[src/rtl/beam_phase_seq_if.sv]
// Bus bundle for the beam phase sequencer: command intake, element table,
// phase-calculator handshake and phase register-file write port.
interface beam_phase_seq_if #(
    parameter int unsigned EAW = 8
);
    logic           cmd_valid;
    logic           cmd_ready;
    logic [15:0]    cmd_az;
    logic [15:0]    cmd_el;
    logic           cmd_is_tx;

    logic [EAW-1:0] tbl_addr;
    logic [15:0]    tbl_x;
    logic [15:0]    tbl_y;
    logic [5:0]     tbl_cal;

    logic           pc_start;
    logic           pc_is_tx;
    logic [15:0]    pc_x;
    logic [15:0]    pc_y;
    logic [15:0]    pc_az;
    logic [15:0]    pc_el;
    logic           pc_busy;
    logic           pc_valid;
    logic [5:0]     pc_idx;

    logic           wr_en;
    logic [EAW-1:0] wr_addr;
    logic [5:0]     wr_data;

    logic           busy;
    logic           done;
    logic           err_timeout;

    modport master (
        input  cmd_valid, cmd_az, cmd_el, cmd_is_tx,
        input  tbl_x, tbl_y, tbl_cal,
        input  pc_busy, pc_valid, pc_idx,
        output cmd_ready, tbl_addr,
        output pc_start, pc_is_tx, pc_x, pc_y, pc_az, pc_el,
        output wr_en, wr_addr, wr_data,
        output busy, done, err_timeout
    );

    modport slave (
        output cmd_valid, cmd_az, cmd_el, cmd_is_tx,
        output tbl_x, tbl_y, tbl_cal,
        output pc_busy, pc_valid, pc_idx,
        input  cmd_ready, tbl_addr,
        input  pc_start, pc_is_tx, pc_x, pc_y, pc_az, pc_el,
        input  wr_en, wr_addr, wr_data,
        input  busy, done, err_timeout
    );
endinterface

[src/rtl/beam_phase_seq.sv]
// Element-sweep sequencer: per beam command, walks every array element through
// table fetch, one phase calculation, calibration trim and a phase register write.
module beam_phase_seq #(
    parameter int unsigned N_ELEM  = 64,
    parameter int unsigned EAW     = 8,
    parameter int unsigned TIMEOUT = 64
) (
    input  logic             clk,
    input  logic             rst,
    beam_phase_seq_if.master bus
);
    localparam int unsigned CW = $clog2(TIMEOUT + 1);
    localparam int unsigned DW = 16;
    localparam int unsigned PW = 6;

    typedef enum logic [2:0] {
        S_IDLE, S_FETCH, S_ISSUE, S_WAIT, S_WRITE, S_DONE
    } state_t;

    state_t         state, state_d;
    logic           accept_c, start_c, timeout_c, advance_c;
    logic           ready_q, tx_q, err_q;
    logic [DW-1:0]  az_q, el_q, x_q, y_q;
    logic [PW-1:0]  cal_q, res_q;
    logic [EAW-1:0] elem;
    logic [CW-1:0]  cnt;

    always_ff @(posedge clk) begin
        if (rst) state <= S_IDLE;
        else     state <= state_d;
    end

    // Next-state and single-cycle control strobes.
    always_comb begin
        state_d   = state;
        accept_c  = 1'b0;
        start_c   = 1'b0;
        timeout_c = 1'b0;
        advance_c = 1'b0;
        case (state)
            S_IDLE: begin
                if (bus.cmd_valid && ready_q) begin
                    accept_c = 1'b1;
                    state_d  = S_FETCH;
                end
            end
            S_FETCH: state_d = S_ISSUE;
            S_ISSUE: begin
                if (!bus.pc_busy && !rst) begin
                    start_c = 1'b1;
                    state_d = S_WAIT;
                end
            end
            S_WAIT: begin
                if (bus.pc_valid) begin
                    state_d = S_WRITE;
                end else if (cnt == CW'(TIMEOUT - 1)) begin
                    timeout_c = 1'b1;
                    state_d   = S_DONE;
                end
            end
            S_WRITE: begin
                if (elem == EAW'(N_ELEM - 1)) begin
                    state_d = S_DONE;
                end else begin
                    advance_c = 1'b1;
                    state_d   = S_FETCH;
                end
            end
            S_DONE:  state_d = S_IDLE;
            default: state_d = S_IDLE;
        endcase
    end

    // Sweep operands, element walk, timeout counter and trimmed result.
    always_ff @(posedge clk) begin
        if (rst) begin
            ready_q <= 1'b0;
            tx_q    <= 1'b0;
            err_q   <= 1'b0;
            az_q    <= '0;
            el_q    <= '0;
            x_q     <= '0;
            y_q     <= '0;
            cal_q   <= '0;
            res_q   <= '0;
            elem    <= '0;
            cnt     <= '0;
        end else begin
            ready_q <= (state_d == S_IDLE);
            if (accept_c) begin
                az_q  <= bus.cmd_az;
                el_q  <= bus.cmd_el;
                tx_q  <= bus.cmd_is_tx;
                elem  <= '0;
                err_q <= 1'b0;
            end
            if (start_c) begin
                x_q   <= bus.tbl_x;
                y_q   <= bus.tbl_y;
                cal_q <= bus.tbl_cal;
                cnt   <= '0;
            end
            if (state == S_WAIT) begin
                if (bus.pc_valid) res_q <= bus.pc_idx + cal_q;
                else              cnt   <= cnt + CW'(1);
            end
            if (timeout_c) err_q <= 1'b1;
            if (advance_c) elem  <= elem + EAW'(1);
        end
    end

    // Operands pass straight from the table while issuing, then hold for the calculation.
    assign bus.cmd_ready   = ready_q;
    assign bus.tbl_addr    = elem;
    assign bus.pc_start    = start_c;
    assign bus.pc_is_tx    = tx_q;
    assign bus.pc_az       = az_q;
    assign bus.pc_el       = el_q;
    assign bus.pc_x        = (state == S_ISSUE) ? bus.tbl_x : x_q;
    assign bus.pc_y        = (state == S_ISSUE) ? bus.tbl_y : y_q;
    assign bus.wr_en       = (state == S_WRITE);
    assign bus.wr_addr     = elem;
    assign bus.wr_data     = res_q;
    assign bus.busy        = (state != S_IDLE);
    assign bus.done        = (state == S_DONE);
    assign bus.err_timeout = err_q;
endmodule

[src/flat_wrapper.sv]
// flat-port wrapper written by rule: the top's interface ports become plain ports
module beam_phase_seq_flat 
#(
    parameter int unsigned N_ELEM  = 64,
    parameter int unsigned EAW     = 8,
    parameter int unsigned TIMEOUT = 64
)
  (clk, rst, bus_cmd_valid, bus_cmd_az, bus_cmd_el, bus_cmd_is_tx, bus_tbl_x, bus_tbl_y, bus_tbl_cal, bus_pc_busy, bus_pc_valid, bus_pc_idx, bus_cmd_ready, bus_tbl_addr, bus_pc_start, bus_pc_is_tx, bus_pc_x, bus_pc_y, bus_pc_az, bus_pc_el, bus_wr_en, bus_wr_addr, bus_wr_data, bus_busy, bus_done, bus_err_timeout);
  beam_phase_seq_if #(.EAW(EAW)) bus_i ();
  input  logic clk;
  input  logic rst;
  input wire logic [$bits(bus_i.cmd_valid)-1:0] bus_cmd_valid;
  input wire logic [$bits(bus_i.cmd_az)-1:0] bus_cmd_az;
  input wire logic [$bits(bus_i.cmd_el)-1:0] bus_cmd_el;
  input wire logic [$bits(bus_i.cmd_is_tx)-1:0] bus_cmd_is_tx;
  input wire logic [$bits(bus_i.tbl_x)-1:0] bus_tbl_x;
  input wire logic [$bits(bus_i.tbl_y)-1:0] bus_tbl_y;
  input wire logic [$bits(bus_i.tbl_cal)-1:0] bus_tbl_cal;
  input wire logic [$bits(bus_i.pc_busy)-1:0] bus_pc_busy;
  input wire logic [$bits(bus_i.pc_valid)-1:0] bus_pc_valid;
  input wire logic [$bits(bus_i.pc_idx)-1:0] bus_pc_idx;
  output wire logic [$bits(bus_i.cmd_ready)-1:0] bus_cmd_ready;
  output wire logic [$bits(bus_i.tbl_addr)-1:0] bus_tbl_addr;
  output wire logic [$bits(bus_i.pc_start)-1:0] bus_pc_start;
  output wire logic [$bits(bus_i.pc_is_tx)-1:0] bus_pc_is_tx;
  output wire logic [$bits(bus_i.pc_x)-1:0] bus_pc_x;
  output wire logic [$bits(bus_i.pc_y)-1:0] bus_pc_y;
  output wire logic [$bits(bus_i.pc_az)-1:0] bus_pc_az;
  output wire logic [$bits(bus_i.pc_el)-1:0] bus_pc_el;
  output wire logic [$bits(bus_i.wr_en)-1:0] bus_wr_en;
  output wire logic [$bits(bus_i.wr_addr)-1:0] bus_wr_addr;
  output wire logic [$bits(bus_i.wr_data)-1:0] bus_wr_data;
  output wire logic [$bits(bus_i.busy)-1:0] bus_busy;
  output wire logic [$bits(bus_i.done)-1:0] bus_done;
  output wire logic [$bits(bus_i.err_timeout)-1:0] bus_err_timeout;
  assign bus_i.cmd_valid = bus_cmd_valid;
  assign bus_i.cmd_az = bus_cmd_az;
  assign bus_i.cmd_el = bus_cmd_el;
  assign bus_i.cmd_is_tx = bus_cmd_is_tx;
  assign bus_i.tbl_x = bus_tbl_x;
  assign bus_i.tbl_y = bus_tbl_y;
  assign bus_i.tbl_cal = bus_tbl_cal;
  assign bus_i.pc_busy = bus_pc_busy;
  assign bus_i.pc_valid = bus_pc_valid;
  assign bus_i.pc_idx = bus_pc_idx;
  assign bus_cmd_ready = bus_i.cmd_ready;
  assign bus_tbl_addr = bus_i.tbl_addr;
  assign bus_pc_start = bus_i.pc_start;
  assign bus_pc_is_tx = bus_i.pc_is_tx;
  assign bus_pc_x = bus_i.pc_x;
  assign bus_pc_y = bus_i.pc_y;
  assign bus_pc_az = bus_i.pc_az;
  assign bus_pc_el = bus_i.pc_el;
  assign bus_wr_en = bus_i.wr_en;
  assign bus_wr_addr = bus_i.wr_addr;
  assign bus_wr_data = bus_i.wr_data;
  assign bus_busy = bus_i.busy;
  assign bus_done = bus_i.done;
  assign bus_err_timeout = bus_i.err_timeout;
  beam_phase_seq #(.N_ELEM(N_ELEM), .EAW(EAW), .TIMEOUT(TIMEOUT)) u_core (.clk(clk), .rst(rst), .bus(bus_i));
endmodule
[config.mk]
export PLATFORM = sky130hd
export DESIGN_NAME = beam_phase_seq_flat
export DESIGN_NICKNAME = d
export VERILOG_FILES = /design/src/rtl/beam_phase_seq_if.sv /design/src/rtl/beam_phase_seq.sv /design/src/flat_wrapper.sv
export SDC_FILE = /design/constraint.sdc
export NUM_CORES = 1
export LEC_CHECK = 0
export BUFFER_PORTS_ARGS = -buffer_cell sky130_fd_sc_hd__buf_2
export CORE_MARGIN = 1.5
export CORE_UTILIZATION = 51
export CTS_CLUSTER_SIZE = 24
export DETAILED_ROUTE_END_ITERATION = 16
export PLACE_DENSITY = 0.84
export SLEW_MARGIN = 25
export SYNTH_ARGS = -nofsm -noshare
export SYNTH_HDL_FRONTEND = slang
export SYNTH_SLANG_ARGS = --single-unit
[constraint.sdc]
create_clock -name clk -period 4.06 [get_ports clk]
set_clock_uncertainty 0.15 [all_clocks]
set_input_delay 0.406 -clock clk [delete_from_list [all_inputs] [get_ports clk]]
set_output_delay 0.406 -clock clk [all_outputs]
set_load 0.02 [all_outputs]
---- Yosys cells after proc, flatten, opt, wreduce, memory -nomap -nowiden ----
Cells that the tools add are included.
word-level totals
  register bits ........................... 97
  output and inout bits ................... 93
  logic and storage cells ................. 56
operators by class
  reduce and logical (&&, ||, !) cells .... 10
  multiplexer cells ....................... 24
  equal/unequal tests ..................... 7
  $add $sub $neg .......................... 3
operators with widths
  cell                   number
  $mux W16               2
  $mux W7                3
  $mux W8                2
  $mux W3                5
  $pmux W3 S5            1
  $mux W1                11
  $add A8 B1 Y8 const B  1
  $eq A8 B6 Y1 const B   1
  $add A7 B1 Y7 const B  1
  $eq A7 B6 Y1 const B   1
  $add A6 B6 Y6          1
  $eq A3 B2 Y1 const B   2
  $eq A3 B3 Y1 const B   2
  $logic_not A3 Y1       2
  $reduce_bool A2 Y1     2
  $eq A3 B1 Y1 const B   1
  $reduce_bool A3 Y1     1
  $logic_and A1 B1 Y1    2
  $logic_not A1 Y1       2
  $reduce_and A2 Y1      1

---- Longest topological paths before layout ----
Gate-level depths: netlist of the first run.
  depth after elaboration ................. 7
  gate-level depth with buffers ........... 7

---- Worst setup path after synthesis of the first run ----
Ideal clock, no wire load.
  path type ............................... register to register
  start ................................... reg u_core.elem[0] (netlist: u_core.bus.tbl_addr[0])
  end ..................................... reg u_core.elem[4] (netlist: u_core.bus.tbl_addr[4])
  required time ........................... 3.819 ns
  slack ................................... 2.057 ns
  arrival time ............................ 1.762 ns
  cell stages (with the launch flop) ...... 6
  period minus slack after synthesis ...... 2.003 ns
  cells stage by stage .................... dfxtp_1 > ha_1 > nand3_1 > o41ai_4 > nand2_1 > a311oi_1
on the way
  longest elaborated chain between the ends .. 4
RTL lines
  element                                                                line                   source
  start: declaration                                                     beam_phase_seq.sv:25   logic [EAW-1:0] elem;
  start signal: assignment                                               beam_phase_seq.sv:109  if (advance_c) elem <= elem + EAW'(1);
  parallel branches: the longest is 4 deep, another holds $add A8 B1 Y8  --
Parallel ways; which one is timed is not known.
A chain may end at the register's enable or synchronous reset.

---- Worst setup path after layout of the first run ----
  start ................................... reg u_core.state[1]
  end ..................................... out bus_pc_x[2]
on the way
  longest elaborated chain between the ends .. 2
RTL lines
  element                   line                   source
  start: declaration        beam_phase_seq.sv:20   state_t state, state_d;
  start signal: assignment  beam_phase_seq.sv:30   else state <= state_d;
  $eq A3 B2 Y1              beam_phase_seq.sv:120  assign bus.pc_x = (state == S_ISSUE) ? bus.tbl_x : x_q;
  $mux W16                  beam_phase_seq.sv:120
  end: declaration          flat_wrapper.sv:26     output wire logic [$bits(bus_i.pc_x)-1:0] bus_pc_x;
Every way passes these cells.

==> results.cfg, run 1 <==
[clock_tree]
h-tree-depth = 3
insertion_delay_ns = 0.34
cts_hold_buffers = 0
cts_tree = done
cts_resized = 0
cts_buffer_depth = 2
cts_made_buffers = 9
cts-root-buf = clkbuf_8
post_cts_buffers = 0
cts_num_sinks = 97
clk_pin_slew_ns = 0.10

[critical_path]
rrSetupSlack_ns = 1.89
crit_chain = nor3b_4 -> buf_4 -> mux2_2 -> buf_2
cp.required_ns = 3.50
critPathMaxStageDelay_ns = 0.61
timing.rr.end = u_core.bus.tbl_addr[4]
crit_type = register to primary output
timing.critical_path.fanout_max = 22
reg2reg_depth = 5
worst_ep_arrival_time_ns = 2.34
slowest_stage = nor3b_4
start_kind = register
endpoint_kind = primary output
r2r-start = u_core.bus.tbl_addr[1]

[power]
p_comb_share_pct = 17.1
cellLeakagePower_nw = 2.41
seq_power_share_pct = 52.8
netSwitchingFraction_pct = 29.6
ir_worst_vdd_uv = 209
p_per_area_nw_per_um2 = 358
p_int_mw = 1.35
clkPwrFrac_pct = 30.1
total_power_mw = 1.91
p_sw_uw = 565

[routing]
vias = 4110
wire_per_inst_um = 13.2
drt-total-wl_um = 10300
drc = 0
drtAntennaViolNets = 0
drt_first_iter_violations = 122
dr.pass1.iters = 4
vias_per_cell = 5.24

[min_path]
hp-start = bus_cmd_el[14]
hold_class = primary input to register
hold_end = u_core.bus.pc_el[14]
min_path_cells = 3

[sta]
timing.slew.headroom_pct = 50.1
tightestPinTransition_ns = 0.748
worst_slack_ns = 1.17
final.setup.tns_ns = 0
holdWs_ns = 0.133
fin_crit_ns = 2.89
setup_viol = 0
final_max_slew_viol_count = 0
finalHoldViolCount = 0
fin_crit_sh_pct = 71.3
rsz0062_at_grt = false
max_freq_ghz = 0.346

[synth]
synthCells = 525
synth_top_family_by_area = simple AND/OR/NAND/NOR gates
synthTopCellsByArea = dfxtp_1, nand2_1, a21oi_1
postSynth.asyncResetShare_pct = 0
ys_ff_latch = 97
syn_nets = 615
syn_area_um2 = 4320
synth_compound_area_share_pct = 15.1
ys_types = 48
ys_seq_area_share_pct = 45.0
synth-main-ff-cell = dfxtp_1
synthMuxAreaShare_pct = 8.81
synth_xor_area_share_pct = 0.406
postSynthAreaPerCell_um2 = 8.22
synth_top_area_share_pct = 45.0
yosys.area.top_type = dfxtp_1
yosys.area_share.simple_pct = 22.6
yosys_warnings = 0
synth_fa_ha_area_share_pct = 2.49
synth_edf_count = 0

[layout]
final_area_um2 = 5340
antennaDiodeCount = 0
drive_gt1_share_pct = 34.5
nets = 764
syn2layout_area_growth_pct = 23.8

[die]
fp.dieW_um = 95.0
floorplan.initialDensity_pct = 52.5
die_h_um = 95.0
row_count = 33
pin_count = 175
core-area_um2 = 8220
die_area_um2 = 9020

[status]
status = completed

[place]
portBuffers = 174
place_ws_ns = 1.55
dpl-instance-area_um2 = 5170
routabilityCongestion = 0.794
post-dp-hpwl_um = 7630

[global_route]
grt_pass1_vias = 3785
grt_max_degree = 42
antenna_found_initial = 0
grt-ovfl-total = 0
grtUsageTotal_pct = 22.5
grt_pass1_wl_um = 16400

[job]
drv_cap = 0
-- power groups by stage --
stage / clock network (mW) / registers [mW] / logic (mW)
2_1_floorplan: 0 / 1.06 / 0.184
3_3_place_gp: 0 / 1.03 / 0.320
3_5_place_dp: 0 / 1.03 / 0.328
4_1_cts: 0.592 / 1.01 / 0.329
5_1_grt: 0.629 / 1.01 / 0.358
6_report: 0.575 / 1.01 / 0.326
-- registers in the layout, summed over array words and instances, names as in the netlist --
| name | count |
|---|---|
| u_core.bus.pc_az | 16 |
| u_core.bus.pc_el | 16 |
| u_core.x_q | 16 |
| u_core.y_q | 16 |
| u_core.bus.tbl_addr | 8 |
| u_core.cnt | 7 |
| u_core.bus.wr_data | 6 |
| u_core.cal_q | 6 |
| u_core.state | 3 |
| u_core.bus.cmd_ready | 1 |
| u_core.bus.err_timeout | 1 |
| u_core.bus.pc_is_tx | 1 |
-- cell usage in the layout, fill, tap and decap left out, drive strengths merged, types with 3 or more instances in the layout --
cell type,count
buf,180
ha,7
inv,11
nand3,12
or4,3
o21ai,3
nor2,16
a21oi,91
dfxtp,97
a211oi,5
nand3b,4
nand2,152
nand2b,3
clkbuf,10
o21a,3
and3,5
nor3,8
mux2,32
-- metal layers --
layer	vias up	wire [um]	global-route usage, %
met1	1878	4390	26.0
li1	2078	-	-
met2	148	5220	42.2
met4	0	66	5.60
met5	-	0	0
met3	6	670	4.19
-- worst max path at each step --
stage,start,end,slack (ns),cells after the start
final,u_core.state[1],bus_pc_x[2],1.17,4
after global routing,u_core.state[1],bus_pc_y[9],1.01,4
after detailed placement,u_core.state[1],bus_pc_y[0],1.55,4
after CTS,u_core.state[1],bus_pc_y[0],1.14,4
after floorplan,u_core.bus.tbl_addr[0],u_core.bus.tbl_addr[4],2.06,5
after global placement,u_core.state[1],bus_pc_y[13],1.60,4
-- cell type report --
type | instances | area [um2]
fillers | 720 | 2870
multi-input cells | 378 | 2140
clock buffers | 10 | 128
clock inverters | 6 | 47.5
repair buffers | 180 | 916
inverters | 8 | 35.0
flip-flops and latches | 97 | 1940
well taps | 105 | 131
-- metrics by stage --
step           utilization [%]  instances
2_1_floorplan                -        525
3_3_place_gp              62.9        768
3_5_place_dp              62.9        768
4_1_cts                   65.0        784
5_1_grt                   65.0        784
6_report                  65.0        784
-- Yosys cell counts, types with 2 or more instances --
cell type  instances
buf_4              8
nand3_1           12
and3_1             5
nand4b_1           2
dfxtp_1           97
mux2_2            32
buf_2             11
a21o_1             2
a211oi_1           5
nor2_1            16
o221ai_1           2
o21a_1             3
nand2b_1           3
or4_1              3
o21ai_0            3
nand2_1          152
nor3_1             8
clkbuf_1          21
nand3b_1           4
nand4_1            2
ha_1               7
nor4_1             2
mux2i_1            2
nor2b_1            2
a22oi_1            2
a21oi_1           91
inv_1              7
-- critical path: cells and delay by family, from the launching register on --
| family | cells | cell delay [ns] |
|---|---|---|
| and+or+nand+nor | 1 | 0.61 |
| buffers and inverters | 2 | 0.55 |
| DFF | 1 | 0.47 |
| muxes | 1 | 0.37 |
-- cells by family (layout without fill, tap and decap cells) --
kind of cell / Yosys count / in the layout
compound gates: 114 / 114
xor+xnor: 2 / 2
fa+ha+maj: 8 / 8
buf+inv: 50 / 204
flops: 97 / 97
mux: 34 / 34
simple gates: 220 / 220
(Power assumes the default switching activity.)
==> inputs of run 2 (changes only) <==
- ABC_AREA: default -> 1
- CORE_UTILIZATION: 51 -> 49
- PLACE_DENSITY: 0.84 -> 0.8
- clock period: 4.06 -> 2.7 ns (I/O delays scaled with it)
==> results.cfg, run 2 <==
[synth]
syn_nets = 702
synth_top_area_share_pct = 42.9
postSynthAreaPerCell_um2 = 7.40
synth-main-ff-cell = dfxtp_1
ys_ff_latch = 97
synthMostInstantiatedCell = a21oi_1
synthTopCellsByArea = dfxtp_1, a21oi_1, inv_1
ys_seq_area_share_pct = 42.9
yosys.area.top_type = dfxtp_1
synth_common_cells = a21oi_1, dfxtp_1, inv_1
postSynth.asyncResetShare_pct = 0
ys_types = 35
synthCells = 612
yosys_warnings = 0
syn_area_um2 = 4530
synth_edf_count = 0

[routing]
vias_per_cell = 5.11
drc = 0
drt-total-wl_um = 11700
drtAntennaViolNets = 0
wire_per_inst_um = 13.1
dr.pass1.iters = 5
vias = 4585
drt_first_iter_violations = 244

[layout]
final_area_um2 = 5730
syn2layout_area_growth_pct = 26.4
final_common_cell = buf_2
antennaDiodeCount = 0
fin_util_pct = 64.7
nets = 874
drive_gt1_share_pct = 27.2
layout_common_cells = buf_2, a21oi_1, dfxtp_1
final_cells = 897

[min_path]
hold_class = primary input to register
min_path_cells = 3

[clock_tree]
cts_buffer_depth = 2
h-tree-depth = 3
clk_pin_slew_ns = 0.09
insertion_delay_ns = 0.35
cts_tree = done
cts_made_buffers = 9
cts_resized = 0
cts_num_sinks = 97
cts-root-buf = clkbuf_8

[sta]
holdWs_ns = 0.0212
tightestPinTransition_ns = 0.805
worst_slack_ns = 0.329
max_freq_ghz = 0.422
fin_crit_sh_pct = 87.8
rsz0062_at_grt = false
setup_viol = 0
final_max_slew_viol_count = 0
final.setup.tns_ns = 0
timing.slew.headroom_pct = 46.2
finalHoldViolCount = 0
fin_crit_ns = 2.37

[global_route]
grt_pass1_wl_um = 19000
grtUsageTotal_pct = 23.6
grt-ovfl-total = 0
grt_pass1_vias = 4311
grt_max_degree = 65
antenna_found_initial = 0

[critical_path]
crit_path_start = u_core.state[1]
slowest_stage = inv_2
rrSetupSlack_ns = 0.77
worst_ep_arrival_time_ns = 1.95
crit_chain = inv_2 -> nor2_4 -> nand3_2 -> inv_2 -> buf_2
critPathMaxStageDelay_ns = 0.47
timing.critical_path.fanout_max = 29
crit_type = register to primary output
timing.rr.end = u_core.y_q[3]
r2r-start = u_core.state[1]
start_kind = register
endpoint = bus_pc_start
endpoint_kind = primary output
reg2reg_depth = 6
cp.required_ns = 2.28
crit_path_frequent_cell = inv_2

[place]
portBuffers = 174
dp_cells = 858
place_ws_ns = 0.551
post-dp-hpwl_um = 8320
routabilityCongestion = 0.883
dpl-instance-area_um2 = 5310

[die]
die_area_um2 = 9830
floorplan.initialDensity_pct = 51.2
fp.dieW_um = 99.2
die_h_um = 99.2
row_count = 34
core-area_um2 = 8850
pin_count = 175

[power]
ir_worst_vdd_uv = 263
total_power_mw = 3.01
cellLeakagePower_nw = 2.69
p_per_area_nw_per_um2 = 526

[status]
status = completed

[job]
drv_cap = 0
-- run 2: cell count changes after synthesis, moves of 7 or more --
| cell | before | now |
|---|---|---|
| o21ai_0 | 3 | 53 |
| nor2_1 | 16 | 50 |
| inv_1 | 7 | 95 |
| a21oi_1 | 91 | 98 |
| o31ai_1 | 0 | 24 |
| mux2_2 | 32 | 0 |
| nand2_1 | 152 | 80 |
| nand3_1 | 12 | 24 |
| clkbuf_1 | 21 | 9 |
-- run 2: kinds of logic (layout without fill, tap and decap cells) --
group	count (synthesis)	count (layout)	synth area share [%]
AO/OA/AOI/OAI	186	186	22.5
AND/OR/NAND/NOR	177	177	17.4
buffers and inverters	141	318	14.2
flip-flops	97	97	42.9
adder cells (fa/ha/maj)	8	8	2.37
XOR/XNOR	3	3	0.580
-- run 2: cell type report --
type                            count  area (um2)
Clock inverter                      7        65.1
Fill cell                         754        3120
Timing Repair Buffer              202        1140
Inverter                          100         378
Multi-Input combinational cell    374        1940
Tap cell                          108         135
Sequential cell                    97        1940
Clock buffer                        9         124
-- run 2: timing repair --
action                                 in CTS  in global routing
endpoints found under the hold margin      23                  0
setup buffers                               0                  0
hold buffers                               23                  0
-- run 2: worst min path at each step --
stage | from | to | slack (ns)
6_report | bus_tbl_y[3] | u_core.y_q[3] | 0.02
3_5_place_dp | u_core.bus.pc_el[8] | u_core.bus.pc_el[8] | 0.29
3_3_place_gp | u_core.bus.pc_el[11] | u_core.bus.pc_el[11] | 0.28
4_1_cts | bus_tbl_y[3] | u_core.y_q[3] | 0.004
5_1_grt | bus_tbl_y[3] | u_core.y_q[3] | 0.001
2_1_floorplan | bus_tbl_x[11] | u_core.x_q[11] | 0.23
-- run 2: metal layers --
layer  GRT usage (%)  wire, um
met3            4.64       536
met2            40.7      5800
met1            27.4      4850
met5               0         0
met4            13.8       530
-- run 2: critical path, delay by kind of cell, from the launching register on --
| kind | cells | cell delay (ns) |
|---|---|---|
| buffers and inverters | 3 | 0.79 |
| DFF | 1 | 0.41 |
| and+or+nand+nor | 2 | 0.39 |
-- run 2: power breakdown --
part	internal (mW)	switching, mW	total, mW
Combinational	0.211	0.369	0.580
Clock	0.355	0.546	0.900
Sequential	1.50	0.0311	1.53
